$ cat src/rtl/booth_mul_sched.sv
// rtl/booth_mul_sched.sv - round-robin scheduler sharing one sequential Booth multiplier
module booth_mul_sched #(
  parameter int N       = 4,
  parameter int IDW     = 2,
  parameter int TIMEOUT = 15
) (
  input  logic             clk,
  input  logic             rst_n,
  input  logic [N-1:0]     req,
  input  logic [6*N-1:0]   op_a,
  input  logic [6*N-1:0]   op_b,
  output logic [N-1:0]     gnt,
  output logic             busy,
  output logic             done,
  output logic [IDW-1:0]   done_id,
  output logic [11:0]      result,
  output logic             err,
  output logic [5:0]       mul_a,
  output logic [5:0]       mul_b,
  output logic             mul_load,
  input  logic [11:0]      mul_product,
  input  logic             mul_ready
);

  typedef enum logic [1:0] {S_IDLE, S_LOAD, S_WAIT} state_e;

  localparam int            CW       = $clog2(TIMEOUT + 1);
  localparam logic [CW-1:0] CNT_LAST = CW'(TIMEOUT - 1);

  state_e          state_q, state_d;
  logic [IDW-1:0]  rr_q, rr_d;
  logic [IDW-1:0]  win_q, win_d;
  logic [CW-1:0]   cnt_q, cnt_d;
  logic [N-1:0]    gnt_q, gnt_d;
  logic            busy_q, busy_d;
  logic            done_q, done_d;
  logic [IDW-1:0]  done_id_q, done_id_d;
  logic [11:0]     result_q, result_d;
  logic            err_q, err_d;
  logic [5:0]      mul_a_q, mul_a_d;
  logic [5:0]      mul_b_q, mul_b_d;
  logic            mul_load_q, mul_load_d;

  logic            found;
  logic [IDW-1:0]  pick;
  logic [5:0]      pick_a, pick_b;
  int              idx;

  // Round-robin pick: first active requester at or above the rr pointer, wrapping
  always_comb begin
    found  = 1'b0;
    pick   = '0;
    pick_a = '0;
    pick_b = '0;
    idx    = 0;
    for (int k = 0; k < N; k++) begin
      idx = int'(rr_q) + k;
      if (idx >= N) idx = idx - N;
      if (!found && req[idx]) begin
        found  = 1'b1;
        pick   = IDW'(idx);
        pick_a = op_a[6*idx +: 6];
        pick_b = op_b[6*idx +: 6];
      end
    end
  end

  // Next-state and registered-output logic; ready is only looked at in WAIT
  always_comb begin
    state_d    = state_q;
    rr_d       = rr_q;
    win_d      = win_q;
    cnt_d      = cnt_q;
    gnt_d      = gnt_q;
    busy_d     = busy_q;
    done_d     = 1'b0;
    done_id_d  = done_id_q;
    result_d   = result_q;
    err_d      = 1'b0;
    mul_a_d    = mul_a_q;
    mul_b_d    = mul_b_q;
    mul_load_d = 1'b0;
    case (state_q)
      S_IDLE: begin
        if (found) begin
          gnt_d      = '0;
          gnt_d[pick] = 1'b1;
          win_d      = pick;
          mul_a_d    = pick_a;
          mul_b_d    = pick_b;
          mul_load_d = 1'b1;
          busy_d     = 1'b1;
          state_d    = S_LOAD;
        end
      end
      S_LOAD: begin
        cnt_d   = '0;
        state_d = S_WAIT;
      end
      S_WAIT: begin
        cnt_d = cnt_q + 1'b1;
        if (mul_ready || (cnt_q == CNT_LAST)) begin
          result_d  = mul_ready ? mul_product : 12'h000;
          err_d     = ~mul_ready;
          done_d    = 1'b1;
          done_id_d = win_q;
          gnt_d     = '0;
          busy_d    = 1'b0;
          rr_d      = (win_q == IDW'(N - 1)) ? '0 : win_q + 1'b1;
          state_d   = S_IDLE;
        end
      end
      default: begin
        state_d = S_IDLE;
      end
    endcase
  end

  // State and output registers, cleared asynchronously
  always_ff @(posedge clk or negedge rst_n) begin
    if (!rst_n) begin
      state_q    <= S_IDLE;
      rr_q       <= '0;
      win_q      <= '0;
      cnt_q      <= '0;
      gnt_q      <= '0;
      busy_q     <= 1'b0;
      done_q     <= 1'b0;
      done_id_q  <= '0;
      result_q   <= '0;
      err_q      <= 1'b0;
      mul_a_q    <= '0;
      mul_b_q    <= '0;
      mul_load_q <= 1'b0;
    end else begin
      state_q    <= state_d;
      rr_q       <= rr_d;
      win_q      <= win_d;
      cnt_q      <= cnt_d;
      gnt_q      <= gnt_d;
      busy_q     <= busy_d;
      done_q     <= done_d;
      done_id_q  <= done_id_d;
      result_q   <= result_d;
      err_q      <= err_d;
      mul_a_q    <= mul_a_d;
      mul_b_q    <= mul_b_d;
      mul_load_q <= mul_load_d;
    end
  end

  assign gnt      = gnt_q;
  assign busy     = busy_q;
  assign done     = done_q;
  assign done_id  = done_id_q;
  assign result   = result_q;
  assign err      = err_q;
  assign mul_a    = mul_a_q;
  assign mul_b    = mul_b_q;
  assign mul_load = mul_load_q;

endmodule
$ cat config.mk
export PLATFORM = sky130hd
export DESIGN_NAME = booth_mul_sched
export DESIGN_NICKNAME = d
export VERILOG_FILES = /design/src/rtl/booth_mul_sched.sv
export SDC_FILE = /design/constraint.sdc
export NUM_CORES = 1
export LEC_CHECK = 0
export ABC_CLOCK_PERIOD_IN_PS = 5910
export CAP_MARGIN = 30
export CORE_ASPECT_RATIO = 1.25
export CORE_UTILIZATION = 56
export CTS_CLUSTER_DIAMETER = 150
export CTS_CLUSTER_SIZE = 10
export DETAILED_ROUTE_END_ITERATION = 6
export PLACE_DENSITY = 0.83
export SLEW_MARGIN = 20
export SYNTH_ARGS = -nofsm -noshare
export SYNTH_HDL_FRONTEND = slang
export SYNTH_SLANG_ARGS = --single-unit
$ cat constraint.sdc
create_clock -name clk -period 5.91 [get_ports clk]
set_input_delay 1.182 -clock clk [delete_from_list [all_inputs] [get_ports clk]]
set_output_delay 1.182 -clock clk [all_outputs]
set_load 0.03 [all_outputs]
# Yosys cells after proc, flatten, opt, wreduce, memory -nomap -nowiden
# Cells that the tools add are included.
# totals
reg_bits	44
input_bits	67
output_inout_bits	34
# op_classes
add_sub_neg	9
n_mul	4
magnitude_cmp	10
n_eq_ne	6
shifts	8
mux	52
bitwise	1
reduce_logical	15
# op_table
cell	count
24-bit by 32-bit variable part select with 6-bit output	8
32-bit by 4-bit < comparator with 1-bit output, second input constant	4
3-bit by 32-bit multiplier with 31-bit output, first input constant	4
32-bit 2-to-1 mux	4
6-bit 2-to-1 mux	8
1-bit 2-to-1 mux	21
4-bit one-hot mux with 2 select lines	2
2-bit 2-to-1 mux	7
12-bit 2-to-1 mux	1
3-bit by 3-bit subtractor with 4-bit output, second input constant	3
3-bit >= comparator, second input constant	3
1-bit binary-select mux with 2-bit select	4
4-bit 2-to-1 mux	2
2-bit by 2-bit adder with 3-bit output, second input constant	2
2-bit one-hot mux with 3 select lines	1
2-bit AND reduction	3
4-bit by 1-bit adder with 4-bit output, second input constant	1
2-bit equality test, second input constant	2
4-bit equality test, second input constant	1
1-bit logical AND	4
2-bit != test, second input constant	2
2-bit nonzero test	2
2-bit by 3-bit subtractor with 4-bit output, second input constant	1
2-bit by 1-bit adder with 3-bit output, second input constant	1
12 further kinds	14

# Depth between registers and ports, before layout
# logic_depth
ltp_word	21
depth_mapped	20
ltp_nobuf	11

# Worst setup path before layout
# OpenSTA, ideal clock, no wires.
# synth_timing
path_type	register -> register
startpoint	reg rr_q[0]
endpoint	reg mul_b_q[0], in the netlist mul_b[0]
setup_ps	76
arrival_time_ps	4185
t_required_ps	5834
path_slack_ps	1649
path_stages_with_launch	21
n_path_buf	9
period_less_slack_ps	4261
path_cell_list	dfrtp_1 buf_6 buf_4 clkinv_1 buf_2 buf_2 buf_2 ha_1 buf_2 buf_4 inv_1 clkbuf_1 nor2_1 ha_1 a21o_1 or4b_1 o31ai_1 buf_2 a21oi_1 a31o_1 o21ai_1
# synth_via
elab_chain_cells	16
# synth_rtl
element	line	source
start: declaration	31	logic [IDW-1:0] rr_q, rr_d;
start signal: assignment	137	rr_q <= rr_d;
parallel branches: the longest is 16 deep, another holds 3-bit by 32-bit multiplier with 31-bit output	n/a	
end signal: assignment	147	mul_b_q <= mul_b_d;
end: declaration	41	logic [5:0] mul_b_q, mul_b_d;
# Parallel ways; which one is timed is not known. The select of a mux whose other input is x is not followed.
# A chain may end at the register's enable or synchronous reset.

# Worst setup path in the final report
# layout_timing
startpoint	reg rr_q[0]
endpoint	reg mul_b_q[4], in the netlist mul_b[4]
# The elaborated chain is that of the path after synthesis.

==> flow_metrics.env <==
export IMPL_maxSlewViolCount=0
export IMPL_synth_fp_nets=868
export IMPL_numCtsBuffers=5
export IMPL_fill_cells=960
export IMPL_hold_end="done_id[0]$_DFFE_PN0P_"
export IMPL_worst_setup_path_start_kind="flip-flop"
export IMPL_synth_largest_area_cell="dfrtp_1"
export IMPL_grt_ovfl_total=0
export IMPL_cp_top_family="buffers and inverters"
export IMPL_grt_pass1_vias=7025
export IMPL_design_core_area_mm2=0.01119
export IMPL_drv_cap=0
export IMPL_drc_errors=28
export IMPL_status="finished with violations"
export IMPL_fmax_ghz=0.2136
export IMPL_hold_worst_slack_ns=0.4839
export IMPL_wl_mm=23.37
export IMPL_synth_edf_count=0
export IMPL_path_buf_inv=2
export IMPL_rsz0062_at_grt="no"
export IMPL_ys_ff_latch=44
export IMPL_ctsHoldBuffers=0
export IMPL_grt_busiest_layer="met2"
export IMPL_met2_usage_pct=64.66
export IMPL_dp_hpwl_mm=16.18
export IMPL_antenna_found_initial=0
export IMPL_crit_fanout=73
export IMPL_globalRouteMet1Util_pct=47.16
export IMPL_r2r_start="rr_q[0]$_DFFE_PN0P_"
export IMPL_drtIter0Drc=1057
export IMPL_skew_ns=0.008214
export IMPL_die_area_mm2=0.01204
export IMPL_ys_flop_type="dfrtp_1"
export IMPL_required_ns=6.07
export IMPL_grt_pass1_wl_mm=37.11
export IMPL_cp_arrival_ns=4.84
export IMPL_power_leakage_nw=2.959
export IMPL_die_y_um=122.4
export IMPL_syn2layout_area_growth_pct=16.95
export IMPL_multi_input_area_mm2=0.004996
export IMPL_whs_path_depth=2
export IMPL_worst_r2r_cell_count=9
export IMPL_synth_most_common_cell="nand2_1"
export IMPL_violations="DRC"
export IMPL_clock_sinks=44
export IMPL_power_density_mw_per_mm2=704.9
export IMPL_ctsResizeCount=0
export IMPL_finalHoldViolCount=0
export IMPL_post_cts_setup_buffers=0
export IMPL_clk_latency_ns=0.30
export IMPL_worstReg2RegEnd="mul_b[4]$_DFFE_PN0P_"
export IMPL_yosys_warnings=0
export IMPL_io_pins=101
export IMPL_synth_top_cell_area_share_pct=16.95
export IMPL_track_usage_pct=39.26
export IMPL_async_flop_share_pct=100.0
export IMPL_r2r_slack_ns=1.23
export IMPL_ys_top_cells_by_count="nand2_1, mux2i_1, nor2_1"
export IMPL_start_util_pct=58.05
export IMPL_root_buffer="clkbuf_16"
export IMPL_path_clk_slew_ns=0.07
export IMPL_postRouteAntennaNets=0
export IMPL_worst_slew_pin_slew_ns=1.098
export IMPL_gr_usage_met3_pct=7.859
export IMPL_htree_levels=2
export IMPL_post_synth_num_cell_types=69
export IMPL_critPathSlowestCell="ha_4"
export IMPL_finalInstanceArea_mm2=0.007597
export IMPL_critPathKind="reg2reg"
export IMPL_tritoncts="yes"
export IMPL_vias=7246
export IMPL_cp_end_kind="flip-flop"
export IMPL_final_setup_viol_count=0
export IMPL_grt_max_degree=74
export IMPL_finalNetCount=911
export IMPL_die_w_um=98.34
export IMPL_seq_area_mm2=0.001105
export IMPL_min_period_ns=4.681
export IMPL_final_util_pct=67.89
export IMPL_port_buffers=100
export IMPL_peakVddDrop_v=0.0005463
export IMPL_gp_congestion=1.069
export IMPL_synth_area_mm2=0.006496
export IMPL_drt_pass1_iter_count=7
export IMPL_relSlewSlack_pct=26.17
export IMPL_synthTopCellsByArea="dfrtp_1, mux4_2, mux2i_1"
export IMPL_rows=43
export IMPL_routedWlPerCell_um=24.19
export IMPL_placed_cell_area_mm2=0.007428
export IMPL_drive_above_1_share_pct=11.91
export IMPL_crit_chain="clkinv_1 > ha_4 > buf_4 > mux2_2 > nand2b_1 > a31oi_1 > a311oi_2 > a311oi_1 > a211oi_2"
export IMPL_diodes=0
export IMPL_synthCells=787
export IMPL_hold_class="reg2reg"
export IMPL_worst_path_largest_cell_delay_ns=0.96
export IMPL_power_mw=5.355
export IMPL_post_route_period_util_pct=79.20
export IMPL_worstHoldStart="done_id[0]$_DFFE_PN0P_"
export IMPL_cts_buffer_depth=2
export IMPL_ys_seq_area_share_pct=16.95
export IMPL_vias_per_cell=7.501
export IMPL_avgSynthCellArea_um2=8.254
export IMPL_fin_setup_tns_ns=0
==> sequential cells by signal, indices dropped and copies added (netlist names), 2 cells and up <==
signal	flops
done_id	2
mul_a	6
rr_q	2
cnt_q	4
mul_b	6
gnt	4
win_q	2
result	12
state_q	2
==> metal layers <==
| layer | vias to the layer above | part of all wire, % |
|---|---|---|
| met5 | - | 0 |
| met4 | 0 | 6.5 |
| met3 | 133 | 11 |
| met2 | 605 | 47 |
| met1 | 3390 | 35 |
| li1 | 3118 | - |
==> metrics by stage <==
step                      cells  setup slack, ns
after floorplan             787            1.649
after global placement      956            1.477
after detailed placement    957            1.404
after CTS                   965            1.394
after global routing        966            1.002
final                       966            1.229
==> cells in the final DEF (no fill, tap or decap), types with 17 or more instances in the layout <==
master           instances
dfrtp_1                 43
o21ai_0                 46
inv_1                   17
nand2b_1                19
mux2i_1                 78
nor3_1                  17
a31oi_1                 20
o22ai_1                 17
nor2_1                  58
nand2_1                 93
mux2_2                  18
mux4_2                  42
a21oi_1                 29
nand3_1                 25
clkdlybuf4s50_1         99
==> worst register-to-register path, stage by stage (launching register included) <==
cell	delay (ns)
dfrtp_4	0.87
clkinv_1	0.30
ha_4	0.96
buf_4	0.82
mux2_2	0.52
nand2b_1	0.14
a31oi_1	0.29
a311oi_2	0.09
a311oi_1	0.44
a211oi_2	0.13
==> worst max path at each step <==
| stage | from | endpoint | depth (start not counted) |
|---|---|---|---|
| final | rr_q[0]$_DFFE_PN0P_ | mul_b[4]$_DFFE_PN0P_ | 9 |
| after global routing | rr_q[0]$_DFFE_PN0P_ | gnt[3]$_DFFE_PN0P_ | 9 |
| after CTS | rr_q[0]$_DFFE_PN0P_ | mul_b[4]$_DFFE_PN0P_ | 9 |
| after detailed placement | rr_q[0]$_DFFE_PN0P_ | mul_a[4]$_DFFE_PN0P_ | 9 |
| after global placement | rr_q[0]$_DFFE_PN0P_ | mul_b[4]$_DFFE_PN0P_ | 9 |
| after floorplan | rr_q[0]$_DFFE_PN0P_ | mul_b[0]$_DFFE_PN0P_ | 20 |
==> cell families (layout without fill, tap and decap cells) <==
logic type | count (synthesis) | in the layout | share of synthesized area [%]
simple gates | 258 | 258 | 18.64
mux | 138 | 138 | 29.70
flops | 44 | 44 | 16.95
other cells | 1 | 1 | 0.05773
fa+ha+maj | 14 | 14 | 2.696
buf+inv | 94 | 138 | 6.414
compound gates | 237 | 237 | 25.40
xor+xnor | 1 | 1 | 0.1348
==> power by group <==
group	switching [mW]	internal, mW	total (mW)
Sequential	0.160	0.436	0.595
Combinational	2.61	1.82	4.43
Clock	0.129	0.199	0.328
Total	2.90	2.46	5.35
==> area by class of cell <==
type                       instances  area share (%)
timing repair buffer             110           14.33
clock buffer                       6           1.696
multi-input combinational        649           65.76
inverter                          20          0.9881
clock inverter                     2          0.4611
sequential                        44           14.54
tap                              135           2.223
Power figures use the tool's default switching activity.
